## config.mk

```make
export PLATFORM = sky130hd
export DESIGN_NAME = alu_result_stage
export DESIGN_NICKNAME = d
export VERILOG_FILES = /design/src/rtl/alu_result_stage.sv
export SDC_FILE = /design/constraint.sdc
export NUM_CORES = 1
export LEC_CHECK = 0
export CAP_MARGIN = 20
export CORE_MARGIN = 2
export CORE_UTILIZATION = 35
export CTS_CLUSTER_SIZE = 20
export DETAILED_ROUTE_END_ITERATION = 16
export PLACE_DENSITY_LB_ADDON = 0.12
export SLEW_MARGIN = 20
export SYNTH_ARGS = -nofsm -noshare
export SYNTH_HDL_FRONTEND = slang
export SYNTH_SLANG_ARGS = --single-unit
```

## constraint.sdc

```tcl
create_clock -name clk -period 1.55 [get_ports clk]
set_input_delay 0.31 -clock clk [delete_from_list [all_inputs] [get_ports clk]]
set_output_delay 0.31 -clock clk [all_outputs]
set_load 0.05 [all_outputs]
```

## src/rtl/alu_result_stage.sv

```systemverilog
// Result/flag stage behind alu_adder: a 2-entry result FIFO with NZCV tagging,
// the architectural flag register, sticky V/C bits and a saturating overflow counter.
module alu_result_stage #(
  parameter int WIDTH = 16,
  parameter int CNT_W = 8
) (
  input  logic             clk,
  input  logic             rst_n,
  input  logic             in_valid,
  output logic             in_ready,
  input  logic [WIDTH-1:0] in_sum,
  input  logic             in_ovf,
  input  logic             in_carry,
  input  logic             in_flag_en,
  output logic             out_valid,
  input  logic             out_ready,
  output logic [WIDTH-1:0] out_result,
  output logic [3:0]       out_nzcv,
  output logic [3:0]       flags_nzcv,
  output logic             sticky_v,
  output logic             sticky_c,
  input  logic             sticky_clr,
  output logic [CNT_W-1:0] ovf_count
);

  localparam logic [CNT_W-1:0] CNT_MAX = '1;
  localparam logic [CNT_W-1:0] CNT_ONE = {{(CNT_W-1){1'b0}}, 1'b1};

  logic [WIDTH-1:0] data_q [2];
  logic [WIDTH-1:0] data_d [2];
  logic [3:0]       nzcv_q [2];
  logic [3:0]       nzcv_d [2];
  logic             wr_ptr_q, wr_ptr_d;
  logic             rd_ptr_q, rd_ptr_d;
  logic [1:0]       count_q, count_d;
  logic             in_ready_q, in_ready_d;
  logic [3:0]       flags_q, flags_d;
  logic             sticky_v_q, sticky_v_d;
  logic             sticky_c_q, sticky_c_d;
  logic [CNT_W-1:0] ovf_cnt_q, ovf_cnt_d;

  logic       accept;
  logic       pop;
  logic [3:0] nzcv_in;

  assign accept  = in_valid & in_ready_q;
  assign pop     = out_valid & out_ready;
  assign nzcv_in = {in_sum[WIDTH-1], (in_sum == '0), in_carry, in_ovf};

  // in_ready is a flop fed from the next-state count, so out_ready never reaches it combinationally
  always_comb begin
    data_d     = data_q;
    nzcv_d     = nzcv_q;
    wr_ptr_d   = wr_ptr_q;
    rd_ptr_d   = rd_ptr_q;
    count_d    = count_q;
    flags_d    = flags_q;
    sticky_v_d = sticky_v_q;
    sticky_c_d = sticky_c_q;
    ovf_cnt_d  = ovf_cnt_q;

    if (accept) begin
      data_d[wr_ptr_q] = in_sum;
      nzcv_d[wr_ptr_q] = nzcv_in;
      wr_ptr_d         = ~wr_ptr_q;
    end
    if (pop) begin
      rd_ptr_d = ~rd_ptr_q;
    end
    case ({accept, pop})
      2'b10:   count_d = count_q + 2'd1;
      2'b01:   count_d = count_q - 2'd1;
      default: count_d = count_q;
    endcase
    in_ready_d = (count_d != 2'd2);

    if (accept && in_flag_en) begin
      flags_d = nzcv_in;
    end

    // Clear first, then let a same-cycle set override it
    if (sticky_clr) begin
      sticky_v_d = 1'b0;
      sticky_c_d = 1'b0;
    end
    if (accept && in_ovf) begin
      sticky_v_d = 1'b1;
    end
    if (accept && in_carry) begin
      sticky_c_d = 1'b1;
    end

    if (sticky_clr) begin
      ovf_cnt_d = (accept && in_ovf) ? CNT_ONE : '0;
    end else if (accept && in_ovf && (ovf_cnt_q != CNT_MAX)) begin
      ovf_cnt_d = ovf_cnt_q + CNT_ONE;
    end
  end

  always_ff @(posedge clk or negedge rst_n) begin
    if (!rst_n) begin
      for (int i = 0; i < 2; i++) begin
        data_q[i] <= '0;
        nzcv_q[i] <= '0;
      end
      wr_ptr_q   <= 1'b0;
      rd_ptr_q   <= 1'b0;
      count_q    <= 2'd0;
      in_ready_q <= 1'b1;
      flags_q    <= 4'd0;
      sticky_v_q <= 1'b0;
      sticky_c_q <= 1'b0;
      ovf_cnt_q  <= '0;
    end else begin
      data_q     <= data_d;
      nzcv_q     <= nzcv_d;
      wr_ptr_q   <= wr_ptr_d;
      rd_ptr_q   <= rd_ptr_d;
      count_q    <= count_d;
      in_ready_q <= in_ready_d;
      flags_q    <= flags_d;
      sticky_v_q <= sticky_v_d;
      sticky_c_q <= sticky_c_d;
      ovf_cnt_q  <= ovf_cnt_d;
    end
  end

  assign in_ready   = in_ready_q;
  assign out_valid  = (count_q != 2'd0);
  assign out_result = data_q[rd_ptr_q];
  assign out_nzcv   = nzcv_q[rd_ptr_q];
  assign flags_nzcv = flags_q;
  assign sticky_v   = sticky_v_q;
  assign sticky_c   = sticky_c_q;
  assign ovf_count  = ovf_cnt_q;

endmodule
```

==> results of run 1 <==
## kinds of logic (layout without fill, tap and decap cells)
logic type | Yosys count | count (layout)
AND/OR/NAND/NOR | 42 | 44
adder cells (fa/ha/maj) | 2 | 2
AO/OA/AOI/OAI | 15 | 15
XOR/XNOR | 5 | 5
buffers and inverters | 12 | 107
flip-flops | 57 | 57
multiplexers | 60 | 60
## cell type report
cell class | instances | area [µm²]
sequential | 57 | 1440
inverter | 4 | 15.0
tap | 99 | 124
fill | 616 | 3220
clock buffer | 10 | 128
timing repair buffer | 87 | 1030
multi-input combinational | 126 | 1160
clock inverter | 6 | 58.8
## metal layers
| metal | share of wire, % | track usage, % |
|---|---|---|
| met5 | 0 | 0 |
| met4 | 0.49 | 5.29 |
| met3 | 3.5 | 4.52 |
| met2 | 48 | 24.9 |
| met1 | 48 | 22.7 |
## state kept, by name, summed over array words and instances, names as in the netlist, 2 cells and up
signal,cells
data_q,32
ovf_count,8
nzcv_q,6
flags_nzcv,4
count_q,2
## critical path, cell delays in order, from the launching register on
cell     delay, ps
dfrtp_1        390
buf_12         180
mux2_2         370
buf_6          160
## worst max path at each step
stage / slack, ps / end / cells after the start
after floorplan: -40 / data_q[30] / 4
after global placement: -300 / data_q[30] / 4
after detailed placement: -310 / data_q[30] / 4
after CTS: -220 / out_nzcv[0] / 3
after global routing: -240 / out_nzcv[2] / 3
final: -180 / out_nzcv[0] / 3
## per-stage QoR
| step | hold WS, ps | TNS, ps | area, µm² | setup slack [ps] | power [W] |
|---|---|---|---|---|---|
| after CTS | 391 | -3870 | 3890 | -219 | 0.00882 |
| after global placement | 203 | -11660 | 3610 | -301 | 0.00707 |
| after global routing | 415 | -4480 | 3960 | -236 | 0.00928 |
| after detailed placement | 206 | -12240 | 3610 | -313 | 0.00713 |
| final | 401 | -3260 | 3960 | -182 | 0.00880 |
| after floorplan | 14.4 | -238 | 2620 | -36.8 | 0.00559 |
## cells in the mapped netlist, types with 2 or more instances
library cell,instances
a211oi_1,2
a21oi_1,2
buf_2,2
buf_4,2
buf_6,2
clkbuf_1,2
dfrtp_1,56
ha_1,2
inv_1,4
mux2_2,57
mux2i_1,2
nand2_1,10
nand3_1,6
nand4_1,4
nor2_1,8
nor3_1,3
nor4_1,4
o21ai_0,6
xnor2_1,2
xor2_1,3
## power by group through the flow
stage                     clock network (W)  registers, W  logic (W)
after floorplan                           0       0.00259    0.00300
after global placement                    0       0.00246    0.00461
after detailed placement                  0       0.00248    0.00465
after CTS                           0.00136       0.00247    0.00498
after global routing                0.00144       0.00254    0.00530
final                               0.00132       0.00246    0.00503
## what timing repair did
item | CTS | global route
cloned | 2 | 0
buffers inserted | 0 | 3
hold buffers | 1 | 0
endpoints found under the hold margin | 8 | 0
endpoints found under the setup margin | 23 | 29
pin swaps | 1 | 3
gates resized for setup | 20 | 8
==> summary.md, run 1 <==
| Metric | Value |
|---|---|
| Max Cap Viol | 0 |
| DRT antenna net count | 0 |
| Top Ports | 60 |
| Max-slew violation count | 0 |
| Most frequent cells in the layout | mux2_2, dfrtp_1, buf_4 |
| Synth top area cells | dfrtp_1, mux2_2, nand2_1, nand3_1, o21ai_0 |
| Horiz. Die Dim | ~90 µm |
| Ys Warns | 0 |
| Core area | between 7000 and 8000 µm² |
| Post-layout util | between 50% and 60% |
| Multiplexer share of the synthesized area | 26.4% |
| PnR worst setup slack | -182 ps |
| Setup crit start kind | flop |
| Register area share after synthesis | between 50% and 60% |
| Worst r2r dst | ovf_count[6] |
| Grt ovf | 0 |
| Synthesized area | approximately 2600 µm² |
| Crit. End Element | primary output |
| Flop pwr share | between 20% and 30% |
| Placed cell count | about 370 |
| RSZ-0062 raised after global routing | true |
| Die Y-Extent | ~90 µm |
| Number of CTS-inserted buffers | 9 |
| Clock skew after layout | a little under 8 ps |
| Yosys top cell area share | approximately 55% |
| Commonest non-fill, non-tap cell in the layout | mux2_2 |
| CP max FO | 17 |
| Clock power frac | between 10% and 20% |
| Area grow syn2layout | 54.4% |
| Worst r2r path cells | 4 |
| DRT Wirelength | 5920 µm |
| Synth area leader | dfrtp_1 |
| CTS tree | yes |
| First-pass GRT wire length | between 9000 and 10000 µm |
| Antenna violations before repair | 0 |
| Req. time, crit path | between 1000 and 1500 ps |
| Vias per inst | 4.79 |
| Setup Viol. Count Final | 20 |
| Total clock sinks | 57 |
| Vias in the first global route | around 2000 |
| Root buf cell | clkbuf_8 |
| Slew margin rel. | roughly 75% |
| Simple-gate portion of the synthesized area | under 10% |
| Worst reg2reg path startpoint | in_ready |
| CTS max path bufs | 2 |
| # DRC | 0 |
| Initial Utilization | 35.7% |
| Crit path DAT | 1420 ps |
| Worst-Margin Slew | ~380 ps |
| DIE AREA | ~8000 µm² |
| P_sw | 0.00361 W |
| WS Path Type | reg2out |
| Largest family of logic cells by synthesized area | multiplexers |
| N_diodes | 0 |
| Hold/Removal Path Class | in2async |
| Iter 0 DRT Violations | between 50 and 60 |
| Main synth FF type | dfrtp_1 |
| Nets | 311 |
| Seq cells post-synth | 57 |
| Total track usage | between 15 and 20% |
| Crit path from | rd_ptr_q |
| Post-synth ARST share | 100% |
| Layout Cells excl Fill | slightly below 400 |
| Largest net degree at the start of global routing | 49 |
| Wirelength per Cell | about 15 µm |
| Clock-pin slew on the worst setup and hold paths | 60 ps |
| EDFF count, synth | 0 |
| Max Clk Rate | approximately 580 MHz |
| Crit share post-route | 112% |
| Combinational share of power | 57.1% |
| Reg2reg setup slack | 50 ps |
| Violated checks | setup timing |
| GP Congestion | 0.745 |
| Clk_lat worst skew | ~330 ps |
| Leakage | approximately 1.7 nW |
| Syn avg cell area | ~13 µm² |
| Hpwl dp | between 4000 and 5000 µm |
| Adder-cell share of the synthesized area | 0.977% |
| Sw frac | between 40% and 50% |
| Minimum clock period | between 1500 and 2000 ps |
| Drt pass-1 iters | 4 |
| Pwr per Cell Area | about 2200 nW/µm² |
| Compound-gate portion of the synthesized area | about 4% |
| Syn nets | between 200 and 250 |
| Synth Instances | between 150 and 200 |
| PortBufs | between 50 and 60 |
| XOR/XNOR share of the synthesized area | ~1.7% |
| Internal Power | between 0.005 and 0.006 W |
| Maximum VDD drop | roughly 1.4 mV |
| Via count | between 1500 and 2000 |
| H-tree Lvls | 3 |
| Unique masters post-synth | 34 |
| Final Hold Vio Count | 0 |
| Row count | 31 |
| Status | finished, violations left |
| Layout cells sized above 1 | between 50% and 60% |
(Power assumes the default switching activity.)
==> run 2, diff against run 1 <==
--- a/config.mk
+++ b/config.mk
@@ -10,7 +10,6 @@
 export CORE_UTILIZATION = 35
 export CTS_CLUSTER_SIZE = 20
 export DETAILED_ROUTE_END_ITERATION = 16
-export PLACE_DENSITY_LB_ADDON = 0.12
 export SLEW_MARGIN = 20
 export SYNTH_ARGS = -nofsm -noshare
 export SYNTH_HDL_FRONTEND = slang
==> run 2 against run 1 <==
Compared with the run above: the flow still finishes with violations (setup timing); power grew 6.3%; count of clock-buffer cells in the layout is the same; non-clock buffer count grew 9; worst hold slack gained 34 ps; setup slack lost 18 ps; combinational power grew 8.5%; first-iteration DRC count grew 3.6%; critical path depth is the same; maximum frequency shrank 1.0%; critical path type unchanged; largest cell class unchanged.
==> summary.md, run 2 (synthesis results as in run 1) <==
| Metric | Value |
|---|---|
| Pwr per Cell Area | 2260 nW/µm² (was 2230 nW/µm²) |
| Most frequent cells in the layout | dfrtp_1, mux2_2, buf_4 (was mux2_2, dfrtp_1, buf_4) |
| Core area | 7180 µm² (unchanged) |
| CP cell instances | buf_12 > mux2_4 > buf_12 (was buf_12 > mux2_2 > buf_6) |
| PortBufs | 59 (unchanged) |
| Area grow syn2layout | 61.3% (was 54.4%) |
| Leakage | 1.81 nW (was 1.70 nW) |
| DIE AREA | 8020 µm² (unchanged) |
| Post-layout util | 57.6% (was 55.1%) |
| Largest net degree at the start of global routing | 58 (was 49) |
| N_diodes | 0 (unchanged) |
| First-pass GRT wire length | 9410 µm (was 9770 µm) |
| Setup Viol. Count Final | 20 (unchanged) |
| Initial Utilization | 35.7% (unchanged) |
| PnR worst setup slack | -200 ps (was -182 ps) |
| Total clock sinks | 57 (unchanged) |
| DRT Wirelength | 6120 µm (was 5920 µm) |
| Wirelength per Cell | 15.4 µm (was 15.2 µm) |
| Row count | 31 (unchanged) |
| Setup TNS | -3610 ps (was -3260 ps) |
| Number of CTS-inserted buffers | 9 (unchanged) |
| Die Y-Extent | 89.5 µm (unchanged) |
| Root buf cell | clkbuf_8 (unchanged) |
| Most flop-heavy register | data_q (unchanged) |
| Hpwl dp | 3980 µm (was 4000 µm) |
| Nets | 320 (was 311) |
| WS Path Type | reg2out (unchanged) |
| # DRC | 0 (unchanged) |
| Iter 0 DRT Violations | 58 (was 56) |
| Hold/Removal Path Class | in2reg (was in2async) |
| Max stage delay on crit path | 460 ps (was 390 ps) |
| Crit path DAT | 1440 ps (was 1420 ps) |
| CP max-delay cell | dfrtp_2 (was dfrtp_1) |
| H-tree Lvls | 3 (unchanged) |
| Violated checks | setup timing (unchanged) |
| Worst-Margin Slew | 403 ps (was 377 ps) |
| Req. time, crit path | 1240 ps (about the same) |
| Commonest non-fill, non-tap cell in the layout | dfrtp_1 (was mux2_2) |
| Reg2reg setup slack | 30 ps (was 50 ps) |
| Max-slew violation count | 0 (unchanged) |
| Total track usage | 15.9% (was 16.4%) |
| Antenna violations before repair | 0 (unchanged) |
| Max Cap Viol | 0 (unchanged) |
| Maximum VDD drop | 1.35 mV (was 1.40 mV) |
| Status | finished, violations left (unchanged) |
| Final Hold Vio Count | 0 (unchanged) |
| Fillers | 607 (was 616) |
| Minimum clock period | 1750 ps (was 1730 ps) |
| DRT antenna net count | 0 (unchanged) |
| Layout cells sized above 1 | 58.2% (was 55.9%) |
| Clock skew after layout | 5.16 ps (was 7.91 ps) |
| Grt ovf | 0 (unchanged) |
| Crit. End Element | primary output (unchanged) |
| Slew margin rel. | 72.9% (was 74.6%) |
| RSZ-0062 raised after global routing | true (unchanged) |
| Drt pass-1 iters | 4 (unchanged) |
| Top Ports | 60 (unchanged) |
| CTS tree | yes (unchanged) |
| CP max FO | 7 (was 17) |
| GP Congestion | 0.771 (was 0.745) |
| Clk_lat worst skew | 330 ps (about the same) |
| Via count | 1889 (was 1865) |
| Horiz. Die Dim | 89.5 µm (unchanged) |
| Vias in the first global route | 1935 (was 1965) |
| Clock-pin slew on the worst setup and hold paths | 60 ps (about the same) |
| Crit share post-route | 113% (was 112%) |
| Max Clk Rate | 571 MHz (was 577 MHz) |
| Number of flip-flops under the largest register name | 32 (unchanged) |
| Post-Place Setup Slack | -340 ps (was -313 ps) |
| CTS max path bufs | 2 (unchanged) |
| Most common cell on crit path | buf_12 |
| Vias per inst | 4.75 (was 4.79) |
| Setup crit start kind | flop (unchanged) |
[run 2: cell count changes in the layout (fill, tap and decap cells not counted), sizes merged]
cell	before	now
buf	64	72
clkinv	5	1
clkinvlp	0	3
clkbuf	10	11
inv	4	5
[run 2: area by class of cell]
class / instances / area (µm²) / area share (%)
inverters: 4 / 15.0 / 0.364
flip-flops and latches: 57 / 1440 / 34.9
repair buffers: 96 / 1140 / 27.6
clock buffers: 10 / 138 / 3.33
clock inverters: 6 / 66.3 / 1.61
well taps: 99 / 124 / 3.00
multi-input cells: 126 / 1210 / 29.2
[run 2: routing by layer]
metal | routed length, µm | GRT usage [%] | vias up
li1 | - | - | 908
met1 | 2820 | 20.1 | 940
met2 | 3020 | 26.1 | 32
met3 | 183 | 2.86 | 9
met4 | 99 | 7.73 | 0
met5 | 0 | 0 | -
[run 2: repair_timing]
| action | in CTS | in global routing |
|---|---|---|
| hold buffers | 1 | 0 |
| setup buffers | 1 | 5 |
| gates resized for setup | 20 | 33 |
| hold endpoints to repair | 56 | 0 |
| endpoints found under the setup margin | 28 | 38 |
| pin swaps | 1 | 4 |
| gates cloned | 2 | 1 |
[run 2: power by group]
group / total [W] / switching (W) / internal (W)
clock network: 0.00140 / 0.000608 / 0.000787
logic: 0.00546 / 0.00278 / 0.00268
registers: 0.00250 / 0.000381 / 0.00211
total: 0.00935 / 0.00377 / 0.00558
[run 2: worst max-delay path, delay by kind of cell (launching register included)]
| family | cells | cell delay (ps) |
|---|---|---|
| flops | 1 | 460 |
| buf+inv | 2 | 320 |
| mux | 1 | 330 |
[run 2: stage by stage]
step / instance area [µm²] / std cells / hold WS (ps) / total power, W
floorplan: 2620 / 193 / 14.4 / 0.00559
global placement: 3640 / 372 / 338 / 0.00705
detailed placement: 3640 / 372 / 337 / 0.00713
CTS: 3940 / 392 / 487 / 0.00888
global route: 4130 / 398 / 444 / 0.00982
finish: 4130 / 398 / 435 / 0.00935
[run 2: final timing paths]
path                       startpoint             to  cells after the start
max                          rd_ptr_q    out_nzcv[3]                      3
min                          in_valid       sticky_c                      3
max reg2reg                  in_ready   ovf_count[6]                      4
min reg2reg                count_q[1]     count_q[1]                      1
max in group asynchronous       rst_n       in_ready                      3
min in group asynchronous       rst_n  flags_nzcv[1]                      3
==> run 3, diff against run 2 <==
--- a/config.mk
+++ b/config.mk
@@ -8,6 +8,7 @@
 export CAP_MARGIN = 20
 export CORE_MARGIN = 2
 export CORE_UTILIZATION = 35
+export CTS_CLUSTER_DIAMETER = 50
 export CTS_CLUSTER_SIZE = 20
 export DETAILED_ROUTE_END_ITERATION = 16
 export SLEW_MARGIN = 20
==> results of run 3 <==
Final layout, timing and power as in run 2 (identical DEF).
